`config.mk`:
```
export PLATFORM = sky130hd
export DESIGN_NAME = serial_pattern_tx
export DESIGN_NICKNAME = d
export VERILOG_FILES = /design/src/rtl/serial_pattern_pkg.sv /design/src/rtl/piso_shift_reg.sv /design/src/rtl/serial_pattern_tx.sv
export SDC_FILE = /design/constraint.sdc
export NUM_CORES = 1
export LEC_CHECK = 0
export CAP_MARGIN = 20
export CORE_ASPECT_RATIO = 1.25
export CORE_MARGIN = 8
export CORE_UTILIZATION = 25
export CTS_BUF_LIST = sky130_fd_sc_hd__clkbuf_8
export DETAILED_ROUTE_END_ITERATION = 10
export PLACE_DENSITY = 0.53
export REMOVE_ABC_BUFFERS = 1
export SLEW_MARGIN = 30
export SYNTH_ARGS = -nofsm -noshare
export SYNTH_HDL_FRONTEND = slang
export SYNTH_SLANG_ARGS = --single-unit
```
`constraint.sdc`:
```
create_clock -name clk -period 5.6 [get_ports clk]
set_clock_uncertainty 0.1 [all_clocks]
set_input_delay 0.56 -clock clk [delete_from_list [all_inputs] [get_ports clk]]
set_output_delay 0.56 -clock clk [all_outputs]
set_load 0.005 [all_outputs]
```
`src/rtl/serial_pattern_pkg.sv`:
```
// Shared definitions for the serial pattern transmitter: FSM state encoding
// and the default pattern that drives a 1101 detector downstream.
package serial_pattern_pkg;

    typedef enum logic [1:0] {
        IDLE  = 2'd0,
        SHIFT = 2'd1,
        GAP   = 2'd2,
        DONE  = 2'd3
    } state_t;

    localparam logic [3:0] DEFAULT_PATTERN = 4'b1101;

endpackage

```
`src/rtl/piso_shift_reg.sv`:
```
// Parallel-in serial-out right-shift register; q_lsb presents the next bit
// to be transmitted.
module piso_shift_reg #(
    parameter int WIDTH = 4
) (
    input  logic             clk,
    input  logic             rst,
    input  logic             load,
    input  logic             shift,
    input  logic [WIDTH-1:0] d,
    output logic             q_lsb
);

    logic [WIDTH-1:0] sr_q;
    logic [WIDTH-1:0] sr_d;

    always_comb begin
        sr_d = sr_q;
        if (load) begin
            sr_d = d;
        end else if (shift) begin
            sr_d = {1'b0, sr_q[WIDTH-1:1]};
        end
    end

    always_ff @(posedge clk or posedge rst) begin
        if (rst) begin
            sr_q <= '0;
        end else begin
            sr_q <= sr_d;
        end
    end

    assign q_lsb = sr_q[0];

endmodule

```
`src/rtl/serial_pattern_tx.sv`:
```
// Serial pattern transmitter: sends a latched WIDTH-bit pattern LSB first for
// a programmable number of frames, with optional idle gaps between frames.
module serial_pattern_tx
    import serial_pattern_pkg::*;
#(
    parameter int WIDTH      = 4,
    parameter int REPEAT_W   = 4,
    parameter int GAP_CYCLES = 0
) (
    input  logic                clk,
    input  logic                rst,
    input  logic                start,
    input  logic                abort,
    input  logic [WIDTH-1:0]    pattern_in,
    input  logic [REPEAT_W-1:0] repeat_cnt,
    output logic                out_bit,
    output logic                out_valid,
    output logic                busy,
    output logic                done
);

    localparam int IDX_W = $clog2(WIDTH);
    localparam int GAP_W = (GAP_CYCLES > 0) ? $clog2(GAP_CYCLES + 1) : 1;
    localparam logic [IDX_W-1:0] BIT_LAST = IDX_W'(WIDTH - 1);
    localparam logic [GAP_W-1:0] GAP_LAST = GAP_W'((GAP_CYCLES > 0) ? GAP_CYCLES - 1 : 0);

    function automatic logic [REPEAT_W-1:0] frames_of(input logic [REPEAT_W-1:0] r);
        return (r == '0) ? REPEAT_W'(1) : r;
    endfunction

    state_t              state_q,     state_d;
    logic [WIDTH-1:0]    pattern_q,   pattern_d;
    logic [REPEAT_W-1:0] frame_q,     frame_d;
    logic [IDX_W-1:0]    bit_idx_q,   bit_idx_d;
    logic [GAP_W-1:0]    gap_q,       gap_d;
    logic                out_bit_q,   out_bit_d;
    logic                out_valid_q, out_valid_d;
    logic                busy_q,      busy_d;
    logic                done_q,      done_d;

    logic                piso_load;
    logic                piso_shift;
    logic [WIDTH-1:0]    piso_d;
    logic                piso_lsb;

    // bit 0 goes straight to the output flop, so the shifter is loaded with
    // the remaining bits and its LSB is always the bit due next cycle
    piso_shift_reg #(
        .WIDTH (WIDTH)
    ) u_piso (
        .clk   (clk),
        .rst   (rst),
        .load  (piso_load),
        .shift (piso_shift),
        .d     (piso_d),
        .q_lsb (piso_lsb)
    );

    always_comb begin
        state_d     = state_q;
        pattern_d   = pattern_q;
        frame_d     = frame_q;
        bit_idx_d   = bit_idx_q;
        gap_d       = gap_q;
        out_bit_d   = 1'b0;
        out_valid_d = 1'b0;
        busy_d      = 1'b0;
        done_d      = 1'b0;
        piso_load   = 1'b0;
        piso_shift  = 1'b0;
        piso_d      = {1'b0, pattern_q[WIDTH-1:1]};

        case (state_q)
            IDLE, DONE: begin
                if (start) begin
                    state_d     = SHIFT;
                    pattern_d   = pattern_in;
                    frame_d     = frames_of(repeat_cnt);
                    bit_idx_d   = '0;
                    out_bit_d   = pattern_in[0];
                    out_valid_d = 1'b1;
                    busy_d      = 1'b1;
                    piso_load   = 1'b1;
                    piso_d      = {1'b0, pattern_in[WIDTH-1:1]};
                end else begin
                    state_d = IDLE;
                end
            end
            SHIFT: begin
                busy_d = 1'b1;
                if (bit_idx_q != BIT_LAST) begin
                    bit_idx_d   = bit_idx_q + 1'b1;
                    out_bit_d   = piso_lsb;
                    out_valid_d = 1'b1;
                    piso_shift  = 1'b1;
                end else if (frame_q > REPEAT_W'(1)) begin
                    frame_d   = frame_q - REPEAT_W'(1);
                    bit_idx_d = '0;
                    if (GAP_CYCLES == 0) begin
                        out_bit_d   = pattern_q[0];
                        out_valid_d = 1'b1;
                        piso_load   = 1'b1;
                    end else begin
                        state_d = GAP;
                        gap_d   = '0;
                    end
                end else begin
                    state_d = DONE;
                    busy_d  = 1'b0;
                    done_d  = 1'b1;
                end
            end
            GAP: begin
                busy_d = 1'b1;
                if (gap_q == GAP_LAST) begin
                    state_d     = SHIFT;
                    out_bit_d   = pattern_q[0];
                    out_valid_d = 1'b1;
                    piso_load   = 1'b1;
                end else begin
                    gap_d = gap_q + 1'b1;
                end
            end
            default: state_d = IDLE;
        endcase

        // abort overrides everything, including a simultaneous start
        if (abort) begin
            state_d     = IDLE;
            out_bit_d   = 1'b0;
            out_valid_d = 1'b0;
            busy_d      = 1'b0;
            done_d      = 1'b0;
            piso_load   = 1'b0;
            piso_shift  = 1'b0;
        end
    end

    always_ff @(posedge clk or posedge rst) begin
        if (rst) begin
            state_q     <= IDLE;
            pattern_q   <= '0;
            frame_q     <= '0;
            bit_idx_q   <= '0;
            gap_q       <= '0;
            out_bit_q   <= 1'b0;
            out_valid_q <= 1'b0;
            busy_q      <= 1'b0;
            done_q      <= 1'b0;
        end else begin
            state_q     <= state_d;
            pattern_q   <= pattern_d;
            frame_q     <= frame_d;
            bit_idx_q   <= bit_idx_d;
            gap_q       <= gap_d;
            out_bit_q   <= out_bit_d;
            out_valid_q <= out_valid_d;
            busy_q      <= busy_d;
            done_q      <= done_d;
        end
    end

    assign out_bit   = out_bit_q;
    assign out_valid = out_valid_q;
    assign busy      = busy_q;
    assign done      = done_q;

endmodule

```
==> impl_metrics.csv, run 1 <==
group,metric,value,unit
grt,grt_start_max_net_pins,19,
drt,drt-pass1-iter-count,4,
clocking,post_cts_buffers,0,
clocking,clk_latency,260,ps
placement,dp.cells,161,
timing,tightest_slew,652,ps
placement,place_congestion,0.801,
timing,slew-limit-headroom,56.2,%
worst_setup_path,crit_path_end,"u_piso.sr_q[0]",
drt,wl,2030,um
timing,min_period,2200,ps
worst_setup_path,required,5640,ps
synthesis,ys_seq_elements,18,
drt,vias,746,
placement,io_buffer_count,15,
clocking,cts.clk_slew.worst_paths,70,ps
floorplanning,dieArea,6380,sq um
finish,multi_input_area,494,sq um
synthesis,yosys_warnings,0,
floorplanning,rows,26,
synthesis,ys_seq_area_share,44.3,%
synthesis,yosysMostFrequentCell,"dfrtp_1",
worst_setup_path,crit_path_top_delay_cell,"ha_1",
floorplanning,design.portCount,16,
timing,hold_viol,0,
grt,overflow,0,
worst_setup_path,start_kind,"register",
finish,area.growth.synth_to_final,22.9,%
status,outcome,"complete, no violations",
worst_hold_path,hold_class,"reg2reg",
floorplanning,die_y,87.3,um
grt,grt_pass1_vias,797,
synthesis,syn_area_per_cell,10.7,sq um
worst_setup_path,worst-path-max-fanout,18,
worst_setup_path,crit_path_end_kind,"register",
pwr,power.density,318,nW/um^2
clocking,cts_tree,"built",
job,max_cap_viol_count,0,
finish,num_antenna_cells,0,
timing,rsz0062_at_grt,"false",
synthesis,synth_cell_type_count,36,
synthesis,synth_edf_count,0,
finish,drive_above_1_share,16.5,%
grt,grt_pass1_wl,3550,um
floorplanning,start_util,25.4,%
synthesis,syn_area,1020,sq um
clocking,postCtsHoldBufs,0,
timing,max_clock_freq,454,MHz
drt,wl_per_cell,12.3,um
clocking,cts.htree.levels,1,
finish,fill_cells,430,
synthesis,synth_top_area_share,44.3,%
finish,fin_cells,165,
worst_setup_path,cp_common_cell,"mux2_2",
pwr,p_leak,0.520,nW
worst_setup_path,path_cells,"inv_1 > ha_1 > nand2b_1 > nor2_1 > mux2_2 > mux2_2",
timing,min_period_over_period,39.3,%
placement,dp_hpwl,1650,um
worst_setup_path,startpoint,"state_q[1]",
timing,tns,0,ps
worst_setup_path,crit_arrival,2250,ps
synthesis,postSynthCellCount,95,
clocking,ctsLongestPathBuffers,2,
worst_setup_path,reg2reg_from,"state_q[1]",
synthesis,ys_top_cells_by_area,"dfrtp_1 44%, mux2_2 8.9%, ha_1 6.2%",
grt,grt_usage,7.11,%
drt,via_per_inst,4.52,
clocking,cts_root_buffer,"clkbuf_8",
grt,antenna_found_initial,0,
clocking,clock_sinks,18,
worst_setup_path,worstSetupPathType,"reg2reg",
timing,setup_violations,0,
worst_setup_path,timing.rr.end,"u_piso.sr_q[0]",
drt,drt_iter0_drc,24,
worst_setup_path,r2r_slack,3400,ps
synthesis,synth_area_leader_cell,"dfrtp_1",
synthesis,synth_commonest_cells,"18 x dfrtp_1, 8 x mux2_2, 7 x inv_1, 6 x a21oi_1",
finish,seqCellArea,450,sq um
worst_setup_path,r2r_cells,6,
drt,ant_nets,0,
pwr,irDropWorstVdd,0.132,mV
synthesis,synth_async_sr_flop_share,100,%
floorplanning,fp.dieW,73.1,um
clocking,numCtsBuffers,3,
synthesis,synth_flop_cell,"dfrtp_1",
timing,drv_slew,0,
drt,drc,0,
worst_setup_path,max_stage_delay,530,ps
clocking,post_cts_resized,0,
finish,nets,127,
floorplanning,core_area,4000,sq um
per-stage QoR:
step                hold WS [ps]  worst slack (ps)  cell area [sq um]  power, W  utilization, %
finish                       401              3400               1250  0.000397            31.2
global placement             381              3290               1190  0.000289            29.9
detailed placement           388              3270               1190  0.000294            29.9
floorplan                    368              3630                975  0.000259               -
CTS                          404              3380               1250  0.000404            31.2
global route                 425              3190               1250  0.000425            31.2
worst min path at each step:
stage                       from            to  slack (ps)  cells after the start
finish              pattern_q[3]  pattern_q[3]         400                      1
global route        pattern_q[2]  pattern_q[2]         430                      1
CTS                 pattern_q[3]  pattern_q[3]         400                      1
detailed placement  pattern_q[3]  pattern_q[3]         390                      1
global placement    pattern_q[3]  pattern_q[3]         380                      1
floorplan           pattern_q[1]  pattern_q[1]         370                      1
sequential cells by signal (all words and copies together), names as in the netlist:
register     count
pattern_q        4
u_piso.sr_q      3
busy             1
frame_q          4
state_q          2
done             1
out_bit          1
bit_idx_q        2
critical path, delay by kind of cell (launching register included):
| family | cells | cell delay [ps] |
|---|---|---|
| adders and majority gates | 1 | 530 |
| buffers and inverters | 1 | 80 |
| DFF | 1 | 390 |
| muxes | 2 | 610 |
| and+or+nand+nor | 2 | 380 |
power breakdown:
group	leakage [nW]	switching, W	total [W]	internal, W
Clock	0.0288	0.0000452	0.000108	0.0000626
Combinational	0.268	0.0000498	0.000109	0.0000588
Sequential	0.222	0.0000220	0.000181	0.000159
layout by cell type, fill, tap and decap left out, types with 2 or more instances in the layout:
cell,instances
inv_1,7
clkbuf_8,4
nand2_1,5
a22o_1,2
o22a_1,4
nand3_1,2
clkdlybuf4s50_1,15
nor2b_1,2
nor2_1,5
ha_1,5
mux2_2,8
nor3_1,3
o211ai_1,2
nand2b_1,2
dfrtp_1,18
a21oi_1,6
kinds of logic after synthesis:
family,share of synthesized area (%)
AOI/OAI and AO/OA,20.0
adders and majority gates,6.15
buffers and inverters,7.13
DFF,44.3
muxes,9.84
and+or+nand+nor,12.5
per-layer routing:
metal,vias to the layer above,global-route usage (%),part of all wire (%)
li1,370,-,-
met1,357,7.77,41
met2,17,12.0,53
met3,2,1.96,4.5
met4,0,4.01,1.3
met5,-,0,0
final cells by class:
class                      count  share of cell area (%)
clock buffer                   4                    4.40
multi-input combinational     64                    39.5
inverter                       8                    2.40
tap                           56                    5.61
sequential                    18                    36.0
timing repair buffer          15                    12.0
Note: power is estimated with default switching activity, not from simulation.
==> run 2: changes to the inputs <==
--- a/config.mk
+++ b/config.mk
@@ -11,7 +11,7 @@
 export CORE_UTILIZATION = 25
 export CTS_BUF_LIST = sky130_fd_sc_hd__clkbuf_8
 export DETAILED_ROUTE_END_ITERATION = 10
-export PLACE_DENSITY = 0.53
+export PLACE_DENSITY = 0.55
 export REMOVE_ABC_BUFFERS = 1
 export SLEW_MARGIN = 30
 export SYNTH_ARGS = -nofsm -noshare
==> constraint.sdc (replaced) <==
create_clock -name clk -period 1.92 [get_ports clk]
set_clock_uncertainty 0.1 [all_clocks]
set_input_delay 0.192 -clock clk [delete_from_list [all_inputs] [get_ports clk]]
set_output_delay 0.192 -clock clk [all_outputs]
set_load 0.005 [all_outputs]
==> impl_metrics.csv, run 2 (same netlist as run 1, synthesis figures left out) <==
group,metric,value,unit
timing,slew-limit-headroom,77.5,%
floorplanning,design.portCount,16,
placement,place_congestion,0.770,
floorplanning,rows,26,
worst_setup_path,start_kind,"register",
finish,num_antenna_cells,0,
timing,drv_slew,0,
grt,grt_usage,8.08,%
pwr,p_leak,0.591,nW
finish,top_regs,"frame_q: 4 flops, pattern_q: 4 flops, u_piso.sr_q: 3 flops",
worst_setup_path,r2r_cells,6,
finish,drive_above_1_share,31.7,%
worst_setup_path,crit_arrival,1970,ps
pwr,power.density,927,nW/um^2
clocking,cts_root_buffer,"clkbuf_8",
drt,wl,2430,um
worst_setup_path,r2r_slack,-4,ps
status,violations,"setup timing",
finish,fill_cells,399,
floorplanning,start_util,25.4,%
placement,dp_hpwl,1770,um
floorplanning,core_area,4000,sq um
finish,area.growth.synth_to_final,37.4,%
finish,layout.cells.most_common,"dfrtp_1",
timing,setup_ws,-3.51,ps
grt,antenna_found_initial,0,
grt,grt_pass1_wl,4020,um
timing,min_period,1920,ps
drt,vias,803,
drt,drt_iter0_drc,10,
placement,io_buffer_count,15,
drt,ant_nets,0,
timing,min_period_over_period,100,%
timing,holdWs,159,ps
drt,drc,0,
drt,wl_per_cell,13.8,um
worst_setup_path,crit_path_top_delay_cell,"dfrtp_1",
worst_setup_path,worst-path-max-fanout,3,
drt,via_per_inst,4.56,
finish,mostFrequentLayoutCells,"17 x dfrtp_1, 15 x clkdlybuf4s50_1, 11 x buf_4, 6 x a21oi_1",
finish,final_area,1400,sq um
floorplanning,fp.dieW,73.1,um
worst_hold_path,hold_class,"in2async",
worst_setup_path,max_stage_delay,400,ps
clocking,ctsLongestPathBuffers,2,
timing,tns,-6.23,ps
worst_setup_path,path_cells,"inv_2 > ha_4 > nor2_2 > o311a_4 > o31ai_4 > mux2_4",
worst_setup_path,required,1970,ps
timing,setup_violations,2,
status,outcome,"finished, violations left",
clocking,cts.clk_slew.worst_paths,70,ps
floorplanning,die_y,87.3,um
placement,placed_cell_area,1270,sq um
worst_setup_path,reg2reg_from,"frame_q[1]",
timing,hold_viol,0,
clocking,numCtsBuffers,3,
clocking,cts_tree,"built",
timing,max_clock_freq,520,MHz
worst_setup_path,timing.rr.end,"u_piso.sr_q[1]",
grt,grt_pass1_vias,865,
drt,drt-pass1-iter-count,2,
clocking,cts.htree.levels,1,
floorplanning,dieArea,6380,sq um
pwr,irDropWorstVdd,0.451,mV
clocking,clock_sinks,18,
finish,nets,138,
timing,rsz0062_at_grt,"true",
worst_setup_path,crit_path_end,"u_piso.sr_q[1]",
job,max_cap_viol_count,0,
grt,grt_start_max_net_pins,19,
clocking,clk_latency,260,ps
grt,overflow,0,
worst_setup_path,crit_path_end_kind,"register",
worst_setup_path,startpoint,"frame_q[1]",
timing,tightest_slew,336,ps
worst_setup_path,worstSetupPathType,"reg2reg",
run 2: cell count changes in the layout (fill, tap and decap cells not counted), sizes merged:
| cell | before | now |
|---|---|---|
| buf | 0 | 11 |
run 2: area by class of cell:
class	instances	area (sq um)	area share [%]
inverter	8	30.0	2.15
tap	56	70.1	5.01
multi-input combinational	64	558	39.9
timing repair buffer	26	233	16.7
clock buffer	4	55.1	3.94
sequential	18	452	32.3
run 2: worst max-delay path: cells and delay by family (launching register included):
kind,cells,cell delay (ps)
buffers and inverters,1,110
adders and majority gates,1,150
and+or+nand+nor,1,50
muxes,1,330
AOI/OAI and AO/OA,2,670
DFF,1,400
run 2: stage by stage:
| step | instances | worst slack [ps] | utilization (%) | power [W] |
|---|---|---|---|---|
| 2_1_floorplan | 90 | -53.2 | - | 0.000755 |
| 4_1_cts | 175 | 3.16 | 33.2 | 0.00123 |
| 3_5_place_dp | 171 | 6.97 | 31.7 | 0.000903 |
| 6_report | 176 | -3.51 | 34.9 | 0.00130 |
| 3_3_place_gp | 171 | 51.0 | 31.7 | 0.000887 |
| 5_1_grt | 176 | -59.2 | 34.9 | 0.00138 |
run 2: timing repair:
action                     in CTS  in global routing
hold buffers                    0                  0
gates cloned                    0                  0
pin swaps                       0                  2
gates resized for setup         1                 14
setup endpoints to repair       1                  8
setup buffers                   0                  1
run 2: worst min-delay path by stage:
stage / start / endpoint / slack, ps / depth (start not counted)
2_1_floorplan: rst / bit_idx_q[0] / 30 / 1
3_3_place_gp: pattern_q[2] / pattern_q[2] / 380 / 1
3_5_place_dp: pattern_q[2] / pattern_q[2] / 390 / 1
4_1_cts: rst / u_piso.sr_q[2] / 170 / 3
5_1_grt: rst / u_piso.sr_q[2] / 210 / 3
6_report: rst / pattern_q[1] / 160 / 3
run 2: layer usage:
metal	GRT usage (%)	vias up	part of all wire, %
met5	0	-	0
met4	4.56	0	2.9
met3	2.42	7	4.0
met2	13.7	16	52
met1	8.65	383	41
li1	-	397	-
run 2: where the power goes:
part | switching, W | internal (W)
Clock | 0.000139 | 0.000183
Sequential | 0.0000735 | 0.000463
Combinational | 0.000188 | 0.000249
Total | 0.000400 | 0.000895
